===== src/rtl/hazard_control.sv =====
// Pipeline hazard controller: load-use stall sequencing, redirect flushes,
// and saturating stall/flush performance counters.
//
// Ports:
//   i_hazard_clk, i_hazard_reset      clock, synchronous active-high reset
//   i_hazard_rs1/rs2_addr_decode      source registers of the decode instruction
//   i_hazard_rd_addr_ex/_rd_wren_ex   destination and write enable in ID/EX
//   i_hazard_wb_sel_ex                writeback select in ID/EX (marks loads)
//   i_hazard_br_taken_ex              execute resolved a redirect
//   o_hazard_pc/fetch/decode_stall    hold PC / hold IF/ID / bubble into ID/EX
//   o_hazard_fetch/decode_flush       clear IF/ID / clear ID/EX
//   o_hazard_state                    FSM state (debug)
//   o_hazard_stall_cnt/_flush_cnt     saturating stall-cycle / redirect counts
module hazard_control #(
   parameter int         LOAD_STALL_CYCLES = 1,
   parameter logic [1:0] LOAD_WB_SEL       = 2'b10,
   parameter int         CNT_W             = 32
) (
   input  logic             i_hazard_clk,
   input  logic             i_hazard_reset,
   input  logic [4:0]       i_hazard_rs1_addr_decode,
   input  logic [4:0]       i_hazard_rs2_addr_decode,
   input  logic [4:0]       i_hazard_rd_addr_ex,
   input  logic             i_hazard_rd_wren_ex,
   input  logic [1:0]       i_hazard_wb_sel_ex,
   input  logic             i_hazard_br_taken_ex,
   output logic             o_hazard_pc_stall,
   output logic             o_hazard_fetch_stall,
   output logic             o_hazard_decode_stall,
   output logic             o_hazard_fetch_flush,
   output logic             o_hazard_decode_flush,
   output logic [1:0]       o_hazard_state,
   output logic [CNT_W-1:0] o_hazard_stall_cnt,
   output logic [CNT_W-1:0] o_hazard_flush_cnt
);

   localparam logic [1:0] S_IDLE       = 2'b00;
   localparam logic [1:0] S_LOAD_STALL = 2'b01;
   localparam logic [1:0] S_FLUSH      = 2'b10;
   localparam logic [3:0] REM_INIT     = 4'(LOAD_STALL_CYCLES - 1);

   logic [1:0]       state_q, state_d;
   logic [3:0]       remaining_q, remaining_d;
   logic [CNT_W-1:0] stall_cnt_q, stall_cnt_d;
   logic [CNT_W-1:0] flush_cnt_q, flush_cnt_d;
   logic             load_use;
   logic             stall;
   logic             flush;

   assign load_use = i_hazard_rd_wren_ex
                  && (i_hazard_wb_sel_ex == LOAD_WB_SEL)
                  && (i_hazard_rd_addr_ex != 5'd0)
                  && ((i_hazard_rd_addr_ex == i_hazard_rs1_addr_decode)
                   || (i_hazard_rd_addr_ex == i_hazard_rs2_addr_decode));

   // State register
   always_ff @(posedge i_hazard_clk) begin
      if (i_hazard_reset) begin
         state_q     <= S_IDLE;
         remaining_q <= '0;
         stall_cnt_q <= '0;
         flush_cnt_q <= '0;
      end else begin
         state_q     <= state_d;
         remaining_q <= remaining_d;
         stall_cnt_q <= stall_cnt_d;
         flush_cnt_q <= flush_cnt_d;
      end
   end

   // Next state
   always_comb begin
      state_d     = S_IDLE;
      remaining_d = '0;
      unique case (state_q)
         S_LOAD_STALL: begin
            // ID/EX holds a bubble here, so load_use is ignored
            if (i_hazard_br_taken_ex) begin
               state_d = S_FLUSH;
            end else if (remaining_q > 4'd1) begin
               state_d     = S_LOAD_STALL;
               remaining_d = remaining_q - 4'd1;
            end
         end
         default: begin
            if (i_hazard_br_taken_ex) begin
               state_d = S_FLUSH;
            end else if (load_use && (REM_INIT != 4'd0)) begin
               state_d     = S_LOAD_STALL;
               remaining_d = REM_INIT;
            end
         end
      endcase
   end

   // Outputs; a redirect squashes the dependent instruction, so flush wins
   always_comb begin
      flush = !i_hazard_reset && i_hazard_br_taken_ex;
      stall = !i_hazard_reset && !i_hazard_br_taken_ex
           && ((state_q == S_LOAD_STALL) || load_use);
      o_hazard_pc_stall     = stall;
      o_hazard_fetch_stall  = stall;
      o_hazard_decode_stall = stall;
      o_hazard_fetch_flush  = flush;
      o_hazard_decode_flush = flush;
      o_hazard_state        = state_q;
   end

   // Saturating counters
   always_comb begin
      stall_cnt_d = stall_cnt_q;
      flush_cnt_d = flush_cnt_q;
      if (stall && (stall_cnt_q != '1)) begin
         stall_cnt_d = stall_cnt_q + CNT_W'(1);
      end
      if (flush && (flush_cnt_q != '1)) begin
         flush_cnt_d = flush_cnt_q + CNT_W'(1);
      end
   end

   assign o_hazard_stall_cnt = stall_cnt_q;
   assign o_hazard_flush_cnt = flush_cnt_q;

endmodule

===== config.mk =====
export PLATFORM = sky130hd
export DESIGN_NAME = hazard_control
export DESIGN_NICKNAME = d
export VERILOG_FILES = /design/src/rtl/hazard_control.sv
export SDC_FILE = /design/constraint.sdc
export NUM_CORES = 1
export LEC_CHECK = 0
export BUFFER_PORTS_ARGS = -buffer_cell sky130_fd_sc_hd__clkbuf_2
export CAP_MARGIN = 20
export CORE_ASPECT_RATIO = 0.8
export CORE_MARGIN = 3
export CORE_UTILIZATION = 55
export CTS_BUF_LIST = sky130_fd_sc_hd__clkbuf_4 sky130_fd_sc_hd__clkbuf_8
export DETAILED_ROUTE_END_ITERATION = 7
export MAX_ROUTING_LAYER = met4
export PLACE_DENSITY = 0.9
export REMOVE_ABC_BUFFERS = 1
export SLEW_MARGIN = 20
export SYNTH_ARGS = -nofsm -noshare
export SYNTH_HDL_FRONTEND = slang
export SYNTH_SLANG_ARGS = --single-unit

===== constraint.sdc =====
create_clock -name i_hazard_clk -period 6.55 [get_ports i_hazard_clk]
set_input_delay 1.31 -clock i_hazard_clk [delete_from_list [all_inputs] [get_ports i_hazard_clk]]
set_output_delay 1.31 -clock i_hazard_clk [all_outputs]
set_load 0.01 [all_outputs]

==> flow_summary.yaml, run 1 <==
run_status:
  status: "finished clean"
global_route:
  grt_max_degree: 44
  first_global_vias: 3219
  gr-total-overflow: 0
  grt_usage: 0.245
  grt_pass1_wl_um: 15100
  antenna_found_initial: 0
synth:
  synth_edf_count: 0
  syn-cell-area_mm2: 0.00362
  synth_async_sr_flop_share: 0
  syn_inst: 427
  synth_seq_area_share: 0.387
  avgSynthCellArea_um2: 8.49
  yosysWarnings: 0
  ys.flop_type: "dfxtp_1"
  synth-seq-cells: 70
  ys_types: 48
setup_path:
  worstPathArrival_ns: 3.07
  crit_path_start: "i_hazard_reset"
  rrSetupSlack_ns: 3.95
  crit_path_end_kind: "output port"
  required_ns: 5.24
  setup.worst_path.start_class: "input port"
  worst-r2r-cell-count: 7
  critical_path_class: "in -> out"
  rr_startpoint: "o_hazard_stall_cnt[0]"
  worstReg2RegEnd: "o_hazard_stall_cnt[30]"
  crit_fanout: 33
min_path:
  worstHoldStart: "remaining_q[0]"
  min_path_type: "reg -> reg"
  min_to: "remaining_q[0]"
  worstHoldPathCells: 1
placement:
  finalWeightedCongestion: 0.838
  placed_area_mm2: 0.00408
  dpl.hpwl_um: 6510
  numPortBuffers: 91
layout:
  drive_gt1_frac: 0.241
  final_cell_mix: "clkbuf_2, dfxtp_1, nor2_1"
  fin_area_mm2: 0.00429
  synthToLayoutAreaGrowth_pct: 18.3
  diodes: 0
  nNetsFinal: 538
  fill_cells: 495
  final_common_cell: "clkbuf_2"
clocking:
  ctsResizeCount: 0
  postCtsHoldBufs: 0
  clkSinkCount: 70
  cts_buffers: 9
  clk_pin_slew_ns: 0.07
  htree_num_levels: 3
  cts_buffer_depth: 2
  tritoncts: "done"
  root_buffer: "clkbuf_8"
  postCtsSetupRepairBufs: 0
  clk_latency_ns: 0.35
timing:
  fin_crit_sh: 0.669
  relSlewSlack: 0.338
  rsz0062_at_grt: "no"
  finClkSkew_ns: 0.00746
  setup_tns_ns: 0
  finalCriticalPeriod_ns: 4.38
  fmax_mhz: 228
  finalMaxSlewViolations: 0
  worstMarginPinSlew_ns: 0.990
  setup_violations: 0
  hold_violations: 0
power_and_ir_drop:
  leakage_nw: 1.60
  power_density_mw_per_mm2: 191
  ir_worst_vdd_v: 0.000129
floorplan:
  start_util: 0.591
  rows: 25
  design.core.area_mm2: 0.00613
  fp.dieW_um: 96.8
  num_io_pins: 92
  die_area_mm2: 0.00761
  die_h_um: 78.6
detailed_routing:
  drt-pass1-iter-count: 5
  vias_per_cell: 6.00
  vias: 3593
  drc_errors: 0
  wl_per_cell_um: 15.1
  drt_iter0_drc: 187
  wl_um: 9070
  ant_nets: 0
flow_run:
  maxCapViolCount: 0
==> worst max-delay path by stage <==
| stage | to | slack [ns] | cells past startpoint |
|---|---|---|---|
| after floorplan | o_hazard_decode_stall | 2.66 | 5 |
| after global placement | o_hazard_pc_stall | 2.24 | 6 |
| after detailed placement | o_hazard_fetch_stall | 2.18 | 6 |
| after CTS | o_hazard_fetch_stall | 2.19 | 6 |
| after global routing | o_hazard_fetch_stall | 2.02 | 6 |
| final | o_hazard_fetch_stall | 2.17 | 6 |
==> cell type report <==
cell class	count	area, µm²	share of cell area
inverters	15	56.3	0.0131
repair buffers	92	463	0.108
multi-input cells	325	2060	0.481
clock inverters	3	43.8	0.0102
well taps	81	101	0.0236
clock buffers	13	160	0.0374
flip-flops and latches	70	1400	0.327
==> power breakdown <==
group / switching (W) / leakage (nW) / internal (W)
clock network: 0.000158 / 0.108 / 0.000199
logic: 0.0000205 / 0.926 / 0.0000142
registers: 0.00000212 / 0.564 / 0.000427
total: 0.000180 / 1.60 / 0.000641
==> logic make-up after synthesis <==
| family | synth area share |
|---|---|
| DFF | 0.387 |
| muxes | 0.0179 |
| xor gates and xnor gates | 0.0967 |
| AOI/OAI and AO/OA | 0.117 |
| buffers and inverters | 0.0449 |
| and+or+nand+nor | 0.323 |
| adders and majority gates | 0.0138 |
==> critical path, stage by stage <==
cell and delay, ns:
clkbuf_2 0.41, or4b_4 0.67, nand2_2 0.12, o21ai_0 0.24
inv_1 0.17, clkbuf_2 0.15
==> registers in the layout, indices dropped and copies added (netlist names) <==
signal and cells:
o_hazard_flush_cnt 32, o_hazard_stall_cnt 32, o_hazard_state 2, remaining_q 4
==> routing by layer <==
layer / wire length [µm] / global-route usage / up-vias
met1: 3870 / 0.294 / 1679
li1: - / - / 1724
met2: 4340 / 0.400 / 168
met3: 690 / 0.0648 / 22
met5: 0 / - / -
met4: 161 / 0.0898 / 0
==> synthesized netlist by cell type, drive strengths merged (7+ instances only) <==
cell	number	area share
xor2	17	0.041
and3	7	0.012
or3	24	0.041
dfxtp	70	0.39
xnor2	23	0.056
nor2b	8	0.014
o21ai	26	0.037
nand2	19	0.020
a21oi	27	0.037
and4	8	0.019
o31ai	7	0.014
nand3	28	0.039
buf	9	0.021
nor3	11	0.015
inv	15	0.016
nor4	8	0.017
clkbuf	8	0.0083
or4	8	0.017
nand4	25	0.043
nor2	45	0.047
==> per-stage QoR <==
stage | utilization | cells | power [W] | hold slack (ns) | setup WS, ns
detailed placement | 0.666 | 583 | 0.000473 | 0.468 | 2.18
CTS | 0.699 | 599 | 0.000827 | 0.484 | 2.19
floorplan | - | 410 | 0.000453 | 0.430 | 2.66
global placement | 0.666 | 583 | 0.000472 | 0.442 | 2.24
global route | 0.699 | 599 | 0.000849 | 0.518 | 2.02
finish | 0.699 | 599 | 0.000821 | 0.482 | 2.17
Power figures use the tool's default switching activity.
==> inputs of run 2 (changes only) <==
Clock period 6.55 ns to 4.6 ns, I/O delays scaled along.
==> run 2 against run 1 <==
  * Flip-flop and latch count did not move
  * Global-route usage fell by 0.68 points
  * Worst setup slack got worse by 0.92 ns
  * Sequential power rose by 42%
  * Via count fell by 1.8%
  * Critical path depth rose by 1
  * Die area did not move
  * Core utilization fell by 0.12 points
==> flow_summary.yaml, run 2 (synthesis results as in run 1) <==
clocking:
  cts_buffers: 9
  tritoncts: "done"
  clk_pin_slew_ns: 0.07
  clkSinkCount: 70
  ctsResizeCount: 0
  postCtsSetupRepairBufs: 0
  postCtsHoldBufs: 0
  clk_latency_ns: 0.34
  cts_buffer_depth: 2
  root_buffer: "clkbuf_8"
  htree_num_levels: 3
layout:
  nNetsFinal: 539
  diodes: 0
  synthToLayoutAreaGrowth_pct: 18.1
  final_common_cell: "clkbuf_2"
  final_cell_mix: "clkbuf_2, dfxtp_1, nor2_1"
  drive_gt1_frac: 0.243
  fin_area_mm2: 0.00428
  multiInputGateArea_mm2: 0.00206
  seqCellArea_mm2: 0.00140
  fill_cells: 507
detailed_routing:
  wl_per_cell_um: 14.6
  vias: 3528
  drt-pass1-iter-count: 5
  wl_um: 8760
  drt_iter0_drc: 214
  ant_nets: 0
  drc_errors: 0
  vias_per_cell: 5.88
setup_path:
  crit_fanout: 6
  rrSetupSlack_ns: 2.05
  rr_startpoint: "o_hazard_stall_cnt[0]"
  required_ns: 3.68
  critical_path.cell_chain: "clkbuf_2 -> or4_1 -> o211ai_2 -> nand2_2 -> o21ai_0 -> inv_1 -> clkbuf_2"
  path_delay_family: "simple AND/OR/NAND/NOR gates"
  worstPathArrival_ns: 2.43
  critical_path_class: "in -> out"
  setup.worst_path.start_class: "input port"
  critPathSlowestCell: "or4_1"
  crit_buf_inv: 3
  worstReg2RegEnd: "o_hazard_stall_cnt[18]"
  crit_path_end_kind: "output port"
  worst-r2r-cell-count: 7
  cp_slowest_stage_delay_ns: 0.53
  worst_path_most_repeated_cell: "clkbuf_2"
timing:
  fin_crit_sh: 0.728
  rsz0062_at_grt: "no"
  setup_violations: 0
  finClkSkew_ns: 0.00722
  worstMarginPinSlew_ns: 1.00
  finalCriticalPeriod_ns: 3.35
  hold_violations: 0
  finalMaxSlewViolations: 0
  worst_slack_ns: 1.25
  relSlewSlack: 0.331
  setup_tns_ns: 0
  fmax_mhz: 299
floorplan:
  rows: 25
  die_h_um: 78.6
  fp.dieW_um: 96.8
  design.core.area_mm2: 0.00613
  die_area_mm2: 0.00761
  num_io_pins: 92
  start_util: 0.591
power_and_ir_drop:
  p_total_w: 0.00115
  ir_worst_vdd_v: 0.000159
  leakage_nw: 1.60
  power_density_mw_per_mm2: 268
global_route:
  grt_usage: 0.238
  antenna_found_initial: 0
  gr-total-overflow: 0
  first_global_vias: 3186
  grt_max_degree: 47
  grt_pass1_wl_um: 14700
placement:
  numPortBuffers: 91
  placed_area_mm2: 0.00409
  dpl.hpwl_um: 6450
  post-place-ws_ns: 1.24
  finalWeightedCongestion: 0.831
min_path:
  min_path_type: "reg -> reg"
  min_to: "remaining_q[0]"
  worstHoldPathCells: 1
  worstHoldStart: "remaining_q[0]"
run_status:
  status: "finished clean"
flow_run:
  maxCapViolCount: 0
run 2: cell count changes in the layout (fill, tap and decap cells not counted), sizes merged:
cell    delta
buf        +1
clkbuf     -2
clkinv     +2
run 2: stage by stage:
stage	hold WS (ns)	util	instances
after floorplan	0.430	-	410
after global placement	0.446	0.667	584
after detailed placement	0.459	0.667	584
after CTS	0.476	0.698	600
after global routing	0.510	0.698	600
final	0.469	0.698	600
run 2: worst register-to-register path: stages (launching register included):
cell and delay (ns):
dfxtp_1 0.43, ha_1 0.25, nand4_1 0.26, or3_1 0.50, a221oi_2 0.24, o21ai_2 0.21
or4_1 0.45, a21oi_1 0.15
run 2: worst max-delay path by stage:
stage                           startpoint                    end  slack (ns)  cells past startpoint
floorplan           i_hazard_rd_addr_ex[1]  o_hazard_decode_stall        1.49                      5
global placement    i_hazard_rd_addr_ex[1]      o_hazard_pc_stall        1.27                      7
detailed placement  i_hazard_rd_addr_ex[1]      o_hazard_pc_stall        1.24                      7
CTS                 i_hazard_rd_addr_ex[1]      o_hazard_pc_stall        1.24                      7
global route        i_hazard_rd_addr_ex[4]   o_hazard_fetch_stall        1.04                      7
finish              i_hazard_rd_addr_ex[1]      o_hazard_pc_stall        1.25                      7
run 2: power breakdown:
part	switching, W	internal (W)
sequential	0.00000311	0.000608
clock	0.000225	0.000259
combinational	0.0000294	0.0000207
run 2: final cells by class:
type                    instances  area share
clock buffers                  11      0.0325
clock inverters                 5      0.0117
inverters                      15      0.0132
multi-input cells             325       0.482
flip-flops and latches         70       0.327
well taps                      81      0.0237
repair buffers                 93       0.110
run 2: routing by layer:
metal / share of wire / global-route usage / vias up / wire, µm
li1: - / - / 1726 / -
met1: 0.44 / 0.300 / 1641 / 3890
met2: 0.47 / 0.386 / 140 / 4140
met3: 0.063 / 0.0426 / 21 / 551
met4: 0.020 / 0.0912 / 0 / 179
met5: 0 / - / - / 0
==> inputs of run 3 (changes only) <==
Settings changed: CORE_UTILIZATION 55 to 50, PLACE_DENSITY 0.9 to 0.87.
Clock period 4.6 ns to 2.9 ns, I/O delays scaled along.
==> run 3 against run 2 <==
  * Design area increased by 2.4%
  * Critical path depth unchanged
  * Routed wire length increased by 6.5%
  * Non-clock buffer count increased by 2
  * Final cell count increased by 1.3%
  * Clock-buffer cell count decreased by 1
  * Worst setup slack got worse by 0.98 ns
  * Die area increased by 9.3%
  * Clock power increased by 110%
  * Worst hold slack improved by 0.019 ns
  * Critical path type is now reg -> reg
  * Largest power group is now the clock network
==> flow_summary.yaml, run 3 (synthesis results as in run 1) <==
global_route:
  first_global_vias: 3154
  grt_usage: 0.230
  antenna_found_initial: 0
  gr-total-overflow: 0
  grt_max_degree: 67
  grt_pass1_wl_um: 15000
detailed_routing:
  vias: 3573
  drc_errors: 0
  wl_per_cell_um: 15.4
  drt_iter0_drc: 173
  drt-pass1-iter-count: 5
  ant_nets: 0
  vias_per_cell: 5.88
  wl_um: 9340
placement:
  numPortBuffers: 91
  finalWeightedCongestion: 0.895
  dpl.hpwl_um: 6900
flow_run:
  maxCapViolCount: 0
timing:
  hold_violations: 0
  fmax_mhz: 380
  setup_tns_ns: 0
  relSlewSlack: 0.421
  setup_violations: 0
  worstMarginPinSlew_ns: 0.861
  finClkSkew_ns: 0.00820
  finalMaxSlewViolations: 0
  finalCriticalPeriod_ns: 2.63
  whs_ns: 0.488
  rsz0062_at_grt: "no"
  fin_crit_sh: 0.908
clocking:
  postCtsSetupRepairBufs: 0
  htree_num_levels: 3
  cts_buffer_depth: 2
  postCtsHoldBufs: 0
  clk_latency_ns: 0.33
  tritoncts: "done"
  root_buffer: "clkbuf_8"
  cts_buffers: 9
  clk_pin_slew_ns: 0.08
  clkSinkCount: 70
  ctsResizeCount: 0
layout:
  nNetsFinal: 541
  drive_gt1_frac: 0.246
  fill_cells: 612
  final_cell_mix: "clkbuf_2, dfxtp_1, nor2_1"
  synthToLayoutAreaGrowth_pct: 20.9
  final_common_cell: "clkbuf_2"
  diodes: 0
floorplan:
  num_io_pins: 92
  die_area_mm2: 0.00831
  rows: 27
  start_util: 0.521
  design.core.area_mm2: 0.00696
  fp.dieW_um: 101
  die_h_um: 82.2
setup_path:
  crit_path_end_kind: "flip-flop"
  crit_fanout: 13
  worstPathArrival_ns: 2.89
  setup.worst_path.start_class: "flip-flop"
  critical_path_class: "reg -> reg"
  required_ns: 3.16
power_and_ir_drop:
  leakage_nw: 1.64
  p_sw_frac: 0.199
  p_int_w: 0.00168
  pwr-share-comb: 0.039
  ir_worst_vdd_v: 0.000299
  power_density_mw_per_mm2: 478
  seqPwrFrac: 0.463
  switching_power_w: 0.000417
  clkPwrFrac: 0.498
min_path:
  min_path_type: "reg -> reg"
run_status:
  status: "finished clean"
-- run 3: changes by cell type in the layout (fill, tap and decap cells not counted) --
cell and change:
buf_4 +2, clkbuf_8 +1, clkbuf_4 -2, clkinv_2 -3
bufinv_16 +3, clkinvlp_4 +1
-- run 3: metrics by stage --
stage	cells	cell area (µm²)	setup slack (ns)	util	total power (W)
3_3_place_gp	592	4110	0.392	0.591	0.00107
3_5_place_dp	592	4110	0.325	0.591	0.00107
6_report	608	4380	0.268	0.630	0.00209
5_1_grt	608	4380	0.187	0.630	0.00217
4_1_cts	608	4380	0.322	0.630	0.00211
2_1_floorplan	410	3520	0.474	-	0.00102
-- run 3: critical path, stage by stage (launching register included) --
cell	delay [ns]
dfxtp_1	0.43
ha_1	0.26
nand4_1	0.26
or3_1	0.51
a221oi_2	0.25
o21ai_2	0.21
or4_1	0.47
a21oi_1	0.16
-- run 3: routing by layer --
| metal | track usage | routed length, µm | vias up |
|---|---|---|---|
| met5 | - | 0 | - |
| met1 | 0.301 | 4230 | 1688 |
| met4 | 0.0810 | 213 | 0 |
| met2 | 0.354 | 4340 | 123 |
| met3 | 0.0512 | 550 | 25 |
| li1 | - | - | 1737 |
-- run 3: area by class of cell --
cell class	instances	area, µm²	share of cell area
tap	87	109	0.0248
clock inverter	6	133	0.0303
clock buffer	10	138	0.0314
inverter	15	56.3	0.0128
sequential	70	1400	0.320
timing repair buffer	95	485	0.111
multi-input combinational	325	2060	0.470
-- run 3: worst paths after layout --
check,startpoint,to,slack (ns),cells past startpoint
worst max-delay path,o_hazard_stall_cnt[0],o_hazard_stall_cnt[18],0.27,7
worst min-delay path,remaining_q[0],remaining_q[0],0.49,1
worst max register to register,o_hazard_stall_cnt[0],o_hazard_stall_cnt[18],0.27,7
worst min register to register,remaining_q[0],remaining_q[0],0.49,1
-- run 3: power groups by stage --
stage	Combinational, W	Clock (W)	Sequential (W)
2_1_floorplan	0.0000297	0	0.000992
3_3_place_gp	0.0000783	0	0.000991
3_5_place_dp	0.0000809	0	0.000992
4_1_cts	0.0000812	0.00106	0.000969
5_1_grt	0.0000899	0.00111	0.000970
6_report	0.0000816	0.00104	0.000969
